--- config.mk ---
export PLATFORM = sky130hd
export DESIGN_NAME = floatpair_split
export DESIGN_NICKNAME = d
export VERILOG_FILES = /design/src/rtl/floatpair_split_pkg.sv /design/src/rtl/floatpair_fifo.sv /design/src/rtl/floatpair_split.sv
export SDC_FILE = /design/constraint.sdc
export NUM_CORES = 1
export LEC_CHECK = 0
export ABC_CLOCK_PERIOD_IN_PS = 2950
export BUFFER_PORTS_ARGS = -buffer_cell sky130_fd_sc_hd__buf_4
export CAP_MARGIN = 30
export CORE_ASPECT_RATIO = 0.7
export CORE_MARGIN = 2
export CORE_UTILIZATION = 52
export DETAILED_ROUTE_END_ITERATION = 16
export PLACE_DENSITY = 0.86
export SLEW_MARGIN = 20
export SYNTH_ARGS = -nofsm -noshare
export SYNTH_HDL_FRONTEND = slang
export SYNTH_SLANG_ARGS = --single-unit
--- constraint.sdc ---
create_clock -name clk -period 2.95 [get_ports clk]
set_clock_uncertainty 0.05 [all_clocks]
set_input_delay 0.4425 -clock clk [delete_from_list [all_inputs] [get_ports clk]]
set_output_delay 0.4425 -clock clk [all_outputs]
set_load 0.02 [all_outputs]
--- src/rtl/floatpair_split_pkg.sv ---
// ============================================================================
// Module : floatpair_split_pkg
// Brief  : Shared types for the float32 pair splitter and its operand FIFOs.
// Rev    : 1.0  initial release
// ============================================================================
`default_nettype none

package floatpair_split_pkg;

    typedef logic [31:0] float32_t;

    typedef enum logic {
        SEL_A = 1'b0,
        SEL_B = 1'b1
    } pair_sel_t;

endpackage

`default_nettype wire

--- src/rtl/floatpair_fifo.sv ---
// ============================================================================
// Module : floatpair_fifo
// Brief  : Small synchronous FIFO, registered head, no write-to-read bypass.
// Rev    : 1.0  initial release
// ============================================================================
`default_nettype none

module floatpair_fifo
    import floatpair_split_pkg::*;
#(
    parameter int  DEPTH = 2,
    parameter type T     = float32_t
) (
    input  logic clk,
    input  logic rst,
    input  logic push,
    input  T     push_data,
    output logic full,
    input  logic pop,
    output T     head,
    output logic empty
);

    localparam int          AW           = (DEPTH > 1) ? $clog2(DEPTH) : 1;
    localparam logic [AW:0] c_FULL_COUNT = (AW + 1)'(DEPTH);

    generate
        if ((DEPTH < 2) || ((DEPTH & (DEPTH - 1)) != 0)) begin : g_bad_depth
            $error("floatpair_fifo: DEPTH must be a power of two and >= 2");
        end
    endgenerate

    logic [AW-1:0] wr_ptr_q, wr_ptr_d;
    logic [AW-1:0] rd_ptr_q, rd_ptr_d;
    logic [AW:0]   count_q,  count_d;
    T              mem_q [DEPTH];

    logic w_do_push;
    logic w_do_pop;

    assign full      = (count_q == c_FULL_COUNT);
    assign empty     = (count_q == '0);
    // Push is refused on full even when a pop frees a slot this same cycle.
    assign w_do_push = push & ~full;
    assign w_do_pop  = pop & ~empty;
    assign head      = empty ? T'('0) : mem_q[rd_ptr_q];

    always_comb begin
        wr_ptr_d = wr_ptr_q;
        rd_ptr_d = rd_ptr_q;
        count_d  = count_q;
        if (w_do_push) begin
            wr_ptr_d = wr_ptr_q + 1'b1;
        end
        if (w_do_pop) begin
            rd_ptr_d = rd_ptr_q + 1'b1;
        end
        case ({w_do_push, w_do_pop})
            2'b10:   count_d = count_q + 1'b1;
            2'b01:   count_d = count_q - 1'b1;
            default: count_d = count_q;
        endcase
    end

    always_ff @(posedge clk or posedge rst) begin
        if (rst) begin
            wr_ptr_q <= '0;
            rd_ptr_q <= '0;
            count_q  <= '0;
        end else begin
            wr_ptr_q <= wr_ptr_d;
            rd_ptr_q <= rd_ptr_d;
            count_q  <= count_d;
        end
    end

    always_ff @(posedge clk) begin
        if (w_do_push) begin
            mem_q[wr_ptr_q] <= push_data;
        end
    end

endmodule

`default_nettype wire

--- src/rtl/floatpair_split.sv ---
// ============================================================================
// Module : floatpair_split
// Brief  : Deinterleaves one float32 stream into A (even) / B (odd) operands.
// Rev    : 1.0  initial release
// ============================================================================
`default_nettype none

module floatpair_split
    import floatpair_split_pkg::*;
#(
    parameter int DEPTH = 2
) (
    input  logic     clk,
    input  logic     rst,
    output logic     busy,
    input  logic     i_valid,
    input  float32_t i_data,
    output logic     i_ready,
    output logic     a_valid,
    output float32_t a_data,
    input  logic     a_ready,
    output logic     b_valid,
    output float32_t b_data,
    input  logic     b_ready
);

    pair_sel_t sel_q, sel_d;

    logic w_a_full, w_a_empty;
    logic w_b_full, w_b_empty;
    logic w_accept;

    // i_ready and busy are pure functions of registered state.
    assign i_ready  = (sel_q == SEL_A) ? ~w_a_full : ~w_b_full;
    assign w_accept = i_valid & i_ready;
    assign busy     = (sel_q == SEL_B) | ~w_a_empty | ~w_b_empty;
    assign a_valid  = ~w_a_empty;
    assign b_valid  = ~w_b_empty;

    always_ff @(posedge clk or posedge rst) begin
        if (rst) begin
            sel_q <= SEL_A;
        end else begin
            sel_q <= sel_d;
        end
    end

    always_comb begin
        sel_d = sel_q;
        if (w_accept) begin
            sel_d = (sel_q == SEL_A) ? SEL_B : SEL_A;
        end
    end

    floatpair_fifo #(
        .DEPTH (DEPTH),
        .T     (float32_t)
    ) u_fifo_a (
        .clk       (clk),
        .rst       (rst),
        .push      (w_accept & (sel_q == SEL_A)),
        .push_data (i_data),
        .full      (w_a_full),
        .pop       (a_ready),
        .head      (a_data),
        .empty     (w_a_empty)
    );

    floatpair_fifo #(
        .DEPTH (DEPTH),
        .T     (float32_t)
    ) u_fifo_b (
        .clk       (clk),
        .rst       (rst),
        .push      (w_accept & (sel_q == SEL_B)),
        .push_data (i_data),
        .full      (w_b_full),
        .pop       (b_ready),
        .head      (b_data),
        .empty     (w_b_empty)
    );

endmodule

`default_nettype wire

# Word-level counts from Yosys, hierarchy flattened
# Memories as Yosys holds them, arrays and structs flattened.
# Index checks and enable logic that the tools add are counted.
[word_totals]
in_bits = 37
register_bits = 9
out_inout_bits = 68
ram_bits = 128
memories = 2
[mem_list]
columns = ["memory", "depth", "word_bits", "read_ports", "rd_clocked_by_memory_dff", "write_ports", "line_no", "rtl"]
rows = [
  ["u_fifo_a.mem_q", 2, 32, 1, 0, 1, "floatpair_fifo.sv:36", "T mem_q [DEPTH];"],
  ["u_fifo_b.mem_q", 2, 32, 1, 0, 1, "floatpair_fifo.sv:36", ""],
]
[classes]
n_mux = 10
n_eq_ne = 6
n_reduce_logical = 4
n_addsub = 8
bitwise = 14
[ops]
columns = ["op", "n"]
rows = [
  ["$mux 32", 2],
  ["$eq 2x2->1 const B", 4],
  ["$pmux 2 s2", 2],
  ["$and 1x1->1", 7],
  ["$mux 1", 6],
  ["$not 1->1", 5],
  ["$add 1x1->1 const B", 4],
  ["$add 2x1->2 const B", 2],
  ["$eq 2x1->1 const B", 2],
  ["$logic_not 2->1", 2],
  ["$reduce_bool 2->1", 2],
  ["$sub 2x1->2 const B", 2],
  ["$or 1x1->1", 2],
]

# Longest topological paths before layout
[depth]
ltp_word = 8
mapped_depth = 7

# Modules after synthesis
# From an unflattened synthesis, not the netlist that was laid out.
[unflattened]
cells_unflattened = 318
hier_area_um2 = 5306.3
[by_module_without_submodules]
columns = ["mod", "instances", "cells_each", "area_per_inst_um2"]
rows = [
  ["floatpair_fifo", 2, 154, 2610.0],
  ["floatpair_split", 1, 10, 86.3],
]

# Worst setup path after synthesis
# Ideal clock, no wire load.
[synth_timing]
kind = "register to register"
start = "register u_fifo_a.count_q[0]"
end = "memory u_fifo_a.mem_q[0][0] in the netlist's numbering (enable)"
stages_incl_launch_ff = 4
arrival_ns = 2.095
setup_slack_ns = 0.384
setup_ns = 0.421
t_required_ns = 2.479
path_buffers = 0
cell_sequence = "dfrtp_1 > nand2b_1 > nand3b_2 > nor2_1"
[synth_between]
elab_chain_len = 8
[synth_lines]
columns = ["element", "line_no", "rtl"]
rows = [
  ["start, declared", "floatpair_fifo.sv:35", "logic [AW:0] count_q, count_d;"],
  ["start signal, assigned", "floatpair_fifo.sv:73", "count_q <= count_d;"],
  ["$eq 2x2->1 *", "floatpair_fifo.sv:41", "assign full = (count_q == c_FULL_COUNT);"],
  ["$not 1->1 *", "floatpair_fifo.sv:44, floatpair_split.sv:34", ""],
  ["$mux 1", "floatpair_split.sv:34", "assign i_ready = (sel_q == SEL_A) ? ~w_a_full : ~w_b_full;"],
  ["$and 1x1->1", "floatpair_split.sv:35", "assign w_accept = i_valid & i_ready;"],
  ["$and 1x1->1", "floatpair_split.sv:61", ".push (w_accept & (sel_q == SEL_A)),"],
  ["$and 1x1->1 *", "floatpair_fifo.sv:44", "assign w_do_push = push & ~full;"],
  ["$mux 1 *", "floatpair_fifo.sv:78", "if (w_do_push) begin"],
  ["$mux 1 (not written as such) *", "floatpair_fifo.sv:79", "mem_q[wr_ptr_q] <= push_data;"],
  ["end, declared", "floatpair_fifo.sv:36", ""],
]
# Mark *: on every way between the ends. The rest lies on a longest branch, timed or not.

# Worst setup path in the final report
[layout_timing]
start = "register u_fifo_a.count_q[0]"
end = "output busy"
[layout_between]
elab_chain_len = 4
[layout_lines]
columns = ["element", "line_no", "rtl"]
rows = [
  ["$logic_not 2->1", "floatpair_fifo.sv:42", "assign empty = (count_q == '0);"],
  ["$not 1->1", "floatpair_split.sv:36", "assign busy = (sel_q == SEL_B) | ~w_a_empty | ~w_b_empty;"],
  ["$or 1x1->1 (2 in a row)", "floatpair_split.sv:36", ""],
  ["end, declared", "floatpair_split.sv:15", "output logic busy,"],
]
# Every way passes these cells.

==> results.sh <==
export IMPL_drc=0
export IMPL_coreArea_sq_mm=0.009797
export IMPL_path_clk_slew_ns=0.05
export IMPL_synthCells=314
export IMPL_dieArea_sq_mm=0.01105
export IMPL_seqPwrFrac_pct=34.9
export IMPL_finalCritPeriodShare_pct=82.02
export IMPL_grt_pass1_vias=2997
export IMPL_cts_setup_buffers=0
export IMPL_vias=3000
export IMPL_met1_usage_pct=26.92
export IMPL_antenna_cells=0
export IMPL_clkLatencyLatePin_ns=0.41
export IMPL_power_share_clock_pct=27.6
export IMPL_intPower_mw=5.376
export IMPL_syn_area_sq_mm=0.005311
export IMPL_finalNonFillerCells=574
export IMPL_routabilityCongestion=0.7211
export IMPL_p_leak_nw=2.784
export IMPL_p_comb_share_pct=37.5
export IMPL_grt_overflow=0
export IMPL_switchingPower_mw=2.810
export IMPL_crit_type="reg2out"
export IMPL_worstPathMaxFanout=22
export IMPL_drv_cap=0
export IMPL_outcome="complete, no violations"
export IMPL_cp_end_kind="primary output"
export IMPL_mostFrequentLayoutCell="edfxtp_1"
export IMPL_use_met2_pct=30.55
export IMPL_io_buffer_count=104
export IMPL_syn_to_final_growth_pct=30.25
export IMPL_drt_first_pass_iters=4
export IMPL_post_place_ws_ns=0.8686
export IMPL_antenna_found_initial=0
export IMPL_rsz0062_at_grt="false"
export IMPL_grt_max_degree=33
export IMPL_min_period_ns=2.420
export IMPL_cts_sinks=137
export IMPL_dp_hpwl_mm=6.991
export IMPL_relSlewSlack_pct=57.17
export IMPL_irDropWorstVdd_uv=657.1
export IMPL_die_height_um=88.56
export IMPL_yosys_register_bits=137
export IMPL_setup_tns_ns=0
export IMPL_clock_path_buffers=2
export IMPL_final_setup_viol_count=0
export IMPL_min_path_type="in2reg"
export IMPL_cts_tree="built"
export IMPL_clock_fmax_mhz=413.3
export IMPL_slew_violations=0
export IMPL_grt_busiest_layer="met2"
export IMPL_finalHoldViolCount=0
export IMPL_cts_htree_levels=4
export IMPL_die_x_um=124.8
export IMPL_drtIter0Drc=210
export IMPL_p_per_area_mw_per_mm2=1183
export IMPL_critPathLaunchType="register"
export IMPL_dp_cells=540
export IMPL_crit_arrival_ns=1.93
export IMPL_grt_use_met3_pct=6.046
export IMPL_drive_above_1_share_pct=34.75
export IMPL_tightest_slew_ns=0.6425
export IMPL_final_nets=472
export IMPL_yosysSeqAreaShare_pct=76.61
export IMPL_initial_core_util_pct=54.21
export IMPL_synth_avg_cell_area_sq_um=16.92
export IMPL_routed_via_density=5.226
export IMPL_postRouteAntennaNets=0
export IMPL_yosysWarningCount=0
export IMPL_mostFrequentLayoutCells="edfxtp_1 (128), buf_4 (111), nor2_1 (66), mux2i_1 (64), clkbuf_16 (17)"
export IMPL_detail_route_wl_per_cell_um=18.68
export IMPL_worst_slack_ns=0.5304
export IMPL_routed_wl_mm=10.72
export IMPL_p_sw_share_pct=34.32
export IMPL_cts_root_buf="clkbuf_16"
export IMPL_num_io_pins=105
export IMPL_grt_pass1_wl_mm=15.92
export IMPL_grtUsageTotal_pct=19.87
export IMPL_crit_required_ns=2.46
export IMPL_synth_cell_type_count=21
export IMPL_cts_buffers_inserted=17
export IMPL_rows=30
export IMPL_synth_nets=353
-- what timing repair did --
| action | CTS | global route |
|---|---|---|
| hold buffers | 1 | 0 |
| resized for setup | 0 | 0 |
| hold endpoints to repair | 9 | 0 |
-- final timing paths --
kind	startpoint	cells past startpoint	slack (ns)	to
setup / recovery	u_fifo_a.count_q[0]	4	0.53	busy
hold / removal	i_data[16]	1	0.19	u_fifo_b.mem_q[0][16]
setup reg to reg	u_fifo_a.count_q[0]	6	0.98	u_fifo_a.count_q[1]
hold reg to reg	u_fifo_b.count_q[1]	1	0.50	u_fifo_b.count_q[1]
max in group asynchronous	rst	3	2.01	u_fifo_b.rd_ptr_q
min in group asynchronous	rst	3	0.53	u_fifo_b.count_q[0]
-- power by group through the flow --
stage	clock network, mW	logic (mW)	registers, mW
2_1_floorplan	0	2.00	2.72
5_1_grt	2.36	3.27	2.90
3_3_place_gp	0	3.01	2.86
6_report	2.26	3.07	2.86
3_5_place_dp	0	3.06	2.90
4_1_cts	2.28	3.08	2.86
-- logic make-up after synthesis --
group                      after synthesis  share of synthesized area [%]
adders and majority gates                2                         0.4711
buffers and inverters                   19                          2.379
AOI/OAI and AO/OA                        2                         0.2120
xor gates and xnor gates                10                          1.649
DFF                                    137                          76.61
muxes                                   65                          12.27
and+or+nand+nor                         79                          6.408
-- synthesized netlist by cell type --
library cell	number	area [sq um]
dfrtp_1	9	225.2
inv_1	3	11.26
edfxtp_1	128	3844
or3_1	1	6.260
buf_2	8	40.04
a21oi_1	1	5.000
nor2_1	70	262.8
mux2_2	1	11.26
and2_1	1	6.260
buf_6	6	67.56
inv_2	2	7.510
xor2_1	4	35.03
nand3_2	1	10.01
nand3b_2	1	11.26
and2_4	1	8.760
nor2_4	2	22.52
nand2b_1	2	12.51
a31oi_1	1	6.260
ha_1	2	25.02
xnor2_1	6	52.55
mux2i_1	64	640.6
-- per-stage QoR --
stage | cell area (sq um) | hold WS, ns | utilization (%) | total power [mW]
2_1_floorplan | 5311 | 0.2204 | - | 4.722
6_report | 6918 | 0.1882 | 70.61 | 8.186
3_3_place_gp | 6250 | 0.3887 | 63.79 | 5.873
4_1_cts | 6898 | 0.1712 | 70.41 | 8.219
5_1_grt | 6918 | 0.1761 | 70.61 | 8.529
3_5_place_dp | 6250 | 0.4053 | 63.79 | 5.957
-- cell type report --
| cell class | count | area [sq um] |
|---|---|---|
| flip-flops and latches | 137 | 4071 |
| multi-input cells | 158 | 1146 |
| inverters | 5 | 18.77 |
| fillers | 615 | 2879 |
| clock inverters | 9 | 170.2 |
| well taps | 128 | 160.2 |
| clock buffers | 23 | 467.9 |
| repair buffers | 114 | 883.3 |
-- registers in the layout, summed over array words and instances, names as in the netlist --
| signal | count |
|---|---|
| u_fifo_a.rd_ptr_q | 1 |
| sel_q | 1 |
| u_fifo_b.mem_q | 64 |
| u_fifo_b.rd_ptr_q | 1 |
| u_fifo_b.wr_ptr_q | 1 |
| u_fifo_a.mem_q | 64 |
| u_fifo_b.count_q | 2 |
| u_fifo_a.wr_ptr_q | 1 |
| u_fifo_a.count_q | 2 |
-- critical path: stages (launching register included) --
cell     delay (ns)
dfrtp_1        0.45
nor2_4         0.50
inv_2          0.09
or3_1          0.32
buf_4          0.16
-- layer usage --
metal	vias up	wire length [um]
met3	16	773
li1	1382	-
met5	-	0
met1	1476	4779
met2	126	5033
met4	0	135
No activity file was read; power rests on OpenSTA's default activity.
